**config.mk**
```make
export PLATFORM = sky130hd
export DESIGN_NAME = sha256_padder
export DESIGN_NICKNAME = d
export VERILOG_FILES = /design/src/rtl/sha256_pkg.sv /design/src/rtl/sha256_padder.sv
export SDC_FILE = /design/constraint.sdc
export NUM_CORES = 1
export LEC_CHECK = 0
export BUFFER_PORTS_ARGS = -buffer_cell sky130_fd_sc_hd__buf_2
export CAP_MARGIN = 10
export CORE_MARGIN = 5
export CORE_UTILIZATION = 50
export CTS_CLUSTER_DIAMETER = 30
export DETAILED_ROUTE_END_ITERATION = 7
export PLACE_DENSITY = 0.76
export SYNTH_ARGS = -nofsm -noshare
export SYNTH_HDL_FRONTEND = slang
export SYNTH_SLANG_ARGS = --single-unit
```
**constraint.sdc**
```tcl
create_clock -name usr_clk -period 16.1 [get_ports usr_clk]
set_input_delay 0.805 -clock usr_clk [delete_from_list [all_inputs] [get_ports usr_clk]]
set_output_delay 0.805 -clock usr_clk [all_outputs]
set_load 0.01 [all_outputs]
```
**src/rtl/sha256_pkg.sv**
```systemverilog
//------------------------------------------------------------------------------
// Module   : sha256_pkg
// Brief    : Shared constants and padder FSM state encoding for SHA-256 blocks.
// Revision : 1.0
//------------------------------------------------------------------------------
`default_nettype none

package sha256_pkg;

   typedef enum logic [1:0] {
      ACCUM = 2'd0,
      PAD   = 2'd1,
      LEN   = 2'd2,
      EMIT  = 2'd3
   } state_t;

   localparam int         BLK_BYTES     = 64;
   localparam int         LEN_FIELD_POS = 56;
   localparam logic [7:0] PAD_BYTE      = 8'h80;

endpackage

`default_nettype wire

```
**src/rtl/sha256_padder.sv**
```systemverilog
//------------------------------------------------------------------------------
// Module   : sha256_padder
// Brief    : Packs a byte stream into 512-bit SHA-256 blocks with 0x80 / length padding.
// Revision : 1.0
//------------------------------------------------------------------------------
`default_nettype none

module sha256_padder #(
   parameter int LEN_W = 64
) (
   input  logic         usr_clk,
   input  logic         usr_reset,
   input  logic [7:0]   i_byte,
   input  logic         i_valid,
   input  logic         i_last,
   output logic         o_ready,
   output logic [511:0] o_block,
   output logic         o_blk_valid,
   input  logic         i_blk_ready,
   output logic         o_first_blk,
   output logic         o_last_blk
);

   import sha256_pkg::*;

   localparam logic [5:0] PTR_MAX     = 6'(BLK_BYTES - 1);
   localparam logic [5:0] PAD_PTR_MAX = 6'(LEN_FIELD_POS - 1);

   state_t             r_state;
   logic [5:0]         r_ptr;
   logic [LEN_W-1:0]   r_cnt;
   logic [511:0]       r_buf;
   logic               r_pad_pend;
   logic               r_len_pend;
   logic               r_first;
   logic               r_last;
   logic               r_ready;
   logic               r_blk_valid;

   logic [8:0]         w_wr_lsb;
   logic [63:0]        w_len_field;

   // Byte k lives at bits [511-8k -: 8]; its LSB is 8*(63-k) = {~k, 3'b000}.
   assign w_wr_lsb = {~r_ptr, 3'b000};

   always_comb begin
      w_len_field              = '0;
      w_len_field[LEN_W-1:0]   = r_cnt;
   end

   always_ff @(posedge usr_clk or posedge usr_reset) begin
      if (usr_reset) begin
         r_state     <= ACCUM;
         r_ptr       <= '0;
         r_cnt       <= '0;
         r_buf       <= '0;
         r_pad_pend  <= 1'b0;
         r_len_pend  <= 1'b0;
         r_first     <= 1'b1;
         r_last      <= 1'b0;
         r_ready     <= 1'b1;
         r_blk_valid <= 1'b0;
      end else begin
         case (r_state)
            ACCUM: begin
               if (i_valid) begin
                  r_buf[w_wr_lsb +: 8] <= i_byte;
                  r_ptr                <= r_ptr + 6'd1;
                  r_cnt                <= r_cnt + LEN_W'(8);
                  if (r_ptr == PTR_MAX) begin
                     r_state     <= EMIT;
                     r_ready     <= 1'b0;
                     r_blk_valid <= 1'b1;
                     r_pad_pend  <= i_last;
                  end else if (i_last) begin
                     r_state <= PAD;
                     r_ready <= 1'b0;
                  end
               end
            end
            PAD: begin
               r_buf[w_wr_lsb +: 8] <= PAD_BYTE;
               if (r_ptr <= PAD_PTR_MAX) begin
                  r_state <= LEN;
               end else begin
                  // No room for the length field: it goes into a follow-up block.
                  r_state     <= EMIT;
                  r_blk_valid <= 1'b1;
                  r_len_pend  <= 1'b1;
               end
            end
            LEN: begin
               r_buf[63:0] <= w_len_field;
               r_last      <= 1'b1;
               r_state     <= EMIT;
               r_blk_valid <= 1'b1;
            end
            EMIT: begin
               if (i_blk_ready) begin
                  r_buf       <= '0;
                  r_ptr       <= '0;
                  r_blk_valid <= 1'b0;
                  r_first     <= r_last;
                  r_last      <= 1'b0;
                  if (r_pad_pend) begin
                     r_state    <= PAD;
                     r_pad_pend <= 1'b0;
                  end else if (r_len_pend) begin
                     r_state    <= LEN;
                     r_len_pend <= 1'b0;
                  end else begin
                     r_state <= ACCUM;
                     r_ready <= 1'b1;
                     if (r_last) begin
                        r_cnt <= '0;
                     end
                  end
               end
            end
            default: begin
               r_state <= ACCUM;
               r_ready <= 1'b1;
            end
         endcase
      end
   end

   assign o_ready     = r_ready;
   assign o_block     = r_buf;
   assign o_blk_valid = r_blk_valid;
   assign o_first_blk = r_first;
   assign o_last_blk  = r_last;

endmodule

`default_nettype wire

```
==> impl_metrics.csv <==
group,metric,value,unit
status,outcome,"finished, final reports clean",
timing,rsz0062_at_grt,"no",
detailed_routing,routed-via-count,23568,
yosys,async_reset_ff_share,100,%
timing,fmax,230,MHz
pwr,fin_total_pwr,5.03,mW
setup_path,cpPeakStageDelay,870,ps
cts,cts_root_buf,"clkbuf_16",
setup_path,cp.buffers_inverters,0,
detailed_routing,firstDrtPassIters,6,
pwr,pwr-share-comb,22.1,%
yosys,syn_area,25900,sq um
layout,drive_above_1_share,28.5,%
setup_path,crit_required,16580,ps
yosys,synth.distinct_cells,90,
cts,ctsLongestPathBuffers,3,
timing,relSlewSlack,20.2,%
yosys,synthesis.nets,2391,
yosys,synth_area_leaders,"dfrtp_1 57%, a22o_1 5.8%, o2bb2ai_1 5.1%",
detailed_routing,drtIter0Drc,2569,
placed_design,place_hpwl,70.5,mm
pwr,clockPowerShare,46.7,%
yosys,synth_common_cells,"585 x dfrtp_1, 211 x nand2_1, 171 x a22o_1",
die,dieArea,56400,sq um
die,rows,83,
timing,fin_skew,29.9,ps
detailed_routing,routed_wl,101,mm
cts,htree_levels,3,
global_routing,antenna_found_initial,3,
global_routing,grt_usage,34.8,%
pwr,power.density,154,nW/um^2
global_routing,grt.overflow.total,0,
timing,timing.final.crit_share,27.1,%
yosys,seq_area_frac_synth,56.8,%
timing,finalHoldViolations,0,
cts,cts_buffers,110,
yosys,ys.flop_type,"dfrtp_1",
timing,worst_pin_slew,1190,ps
yosys,synthCells,2374,
setup_path,slowest_stage,"ha_1",
yosys,synth_seq_cells,587,
die,die_w,237,um
setup_path,critPathLaunchType,"flop",
timing,finalCriticalPeriod,4360,ps
detailed_routing,ant_nets,0,
setup_path,worst_setup_path_end_kind,"flop",
die,die_h,237,um
cts,tritoncts,"done",
placed_design,place_congestion,0.998,
setup_path,crit_arrival,4840,ps
timing,setup-tns-final,0,ps
cts,cts_hold_buffers,0,
yosys,yosysWarnings,0,
placed_design,io_buffers,528,
cts,clk_latency,660,ps
pwr,p_int,3.26,mW
pwr,switching_share,35.1,%
die,core,51300,sq um
setup_path,path_class,"flop to flop",
yosys,synth_edf_count,0,
setup_path,critPathTopFamily,"compound AO/OA/AOI/OAI gates",
cts,post_cts_buffers,0,
global_routing,grt_pass1_vias,23203,
layout,area_delta_synth_final,26.5,%
timing,slew_viol_final,0,
die,ios,529,
yosys,yosys.area.top_type,"dfrtp_1",
setup_path,crit_chain,"ha_1, o211ai_2, nand2_1, nor2_1, a31oi_1, o2bb2ai_1",
detailed_routing,avgRoutedWirePerCell,27.7,um
detailed_routing,drc,0,
min_path,hold_path.class,"primary input to async pin",
pwr,sequentialPowerShare,31.2,%
global_routing,grt_first_pass_wirelength,151,mm
yosys,synth.top_cell.area_share,56.6,%
pwr,vdd_drop_max,0.0993,mV
detailed_routing,via_per_inst,6.46,
pwr,leakage,15.9,nW
cts,cts.repair.resized,0,
cts,clk_pin_slew,50,ps
setup_path,cp_max_fo,23,
yosys,syn_area_per_cell,10.9,sq um
layout,finalNetCount,2893,
cts,clock_sinks,587,
die,start_util,50.4,%
global_routing,grt_max_degree,111,
yosys,yosysMostFrequentCell,"dfrtp_1",
timing,setup_viol,0,
flow_run,max_cap_viol_count,0,
pwr,power_switching,1.76,mW
-- layout by cell type, fill, tap and decap left out, types with 10 or more instances in the layout --
cell type and count:
bufinv_16 12, a31oi_1 23, clkbuf_16 114, clkbuf_1 11, xnor2_1 42, nand3_1 135, and2_1 18, o21ai_0 122
nor3_2 10, and4_1 12, nor2b_1 16, o21ai_1 44, nand2_1 210, a21oi_1 54, nor3_1 66, a22o_1 171
buf_4 39, a22oi_1 24, nand4_1 24, clkbuf_8 10, nor4_1 29, mux2i_1 54, o2bb2ai_1 150, nor2_1 160
inv_6 16, clkinvlp_4 15, clkinv_4 11, buf_2 528, dfrtp_1 585, or3_1 17, inv_1 20, clkinv_2 15
-- metrics by stage --
stage	hold slack, ps	instance area, sq um	cells	util [%]	worst slack, ps
after floorplan	465	25900	2374	-	7300
after global placement	452	28900	3443	56.3	11190
after detailed placement	464	28900	3443	56.3	11030
after CTS	402	32700	3647	63.8	11710
after global routing	100	32700	3649	63.8	11510
final	98.4	32700	3649	63.8	11740
-- registers in the layout, indices dropped and copies added, names as in the netlist, 2 cells and up --
| register | count |
|---|---|
| r_ptr | 6 |
| r_state | 2 |
| o_block | 512 |
| r_cnt | 61 |
-- cell families (layout without fill, tap and decap cells) --
logic type      count (synthesis)  count (layout)  synth area share [%]
compound gates                694             694                  19.9
xor+xnor                       55              55                  2.01
fa+ha+maj                       4               4                 0.193
buf+inv                       200             794                  3.46
flops                         587             587                  56.8
mux                            60              60                  2.37
other cells                     0               1                     0
simple gates                  774             774                  15.3
-- power groups by stage --
stage	Combinational, mW	Sequential (mW)	Clock, mW
2_1_floorplan	0.662	1.58	0
3_3_place_gp	1.04	1.59	0
3_5_place_dp	1.07	1.59	0
4_1_cts	1.07	1.57	2.35
5_1_grt	1.16	1.57	2.43
6_report	1.11	1.57	2.35
-- path summary, 6_finish.rpt --
check / start / cells past startpoint / end / slack (ps)
min in group usr_clk: o_first_blk / 2 / o_first_blk / 480
worst min-delay path: usr_reset / 2 / o_block[504] / 100
max in group asynchronous: usr_reset / 7 / o_block[233] / 12140
worst min register to register: o_first_blk / 2 / o_first_blk / 480
worst max register to register: r_ptr[0] / 6 / o_block[24] / 11740
worst max-delay path: r_ptr[0] / 6 / o_block[24] / 11740
-- per-layer routing --
| layer | track usage (%) | share of wire, % | up-vias |
|---|---|---|---|
| met5 | 0 | 0.013 | - |
| met3 | 9.70 | 11 | 286 |
| met2 | 52.7 | 45 | 1575 |
| met4 | 16.2 | 5.3 | 2 |
| met1 | 46.8 | 38 | 11840 |
| li1 | - | - | 9865 |
-- final cells by class --
class	instances	area [sq um]
inverter	22	86.3
sequential	587	14700
timing repair buffer	568	2960
clock inverter	69	793
fill	4013	18600
tap	680	851
clock buffer	135	3030
multi-input combinational	1587	10300
antenna	1	2.50
Power figures use the tool's default switching activity.
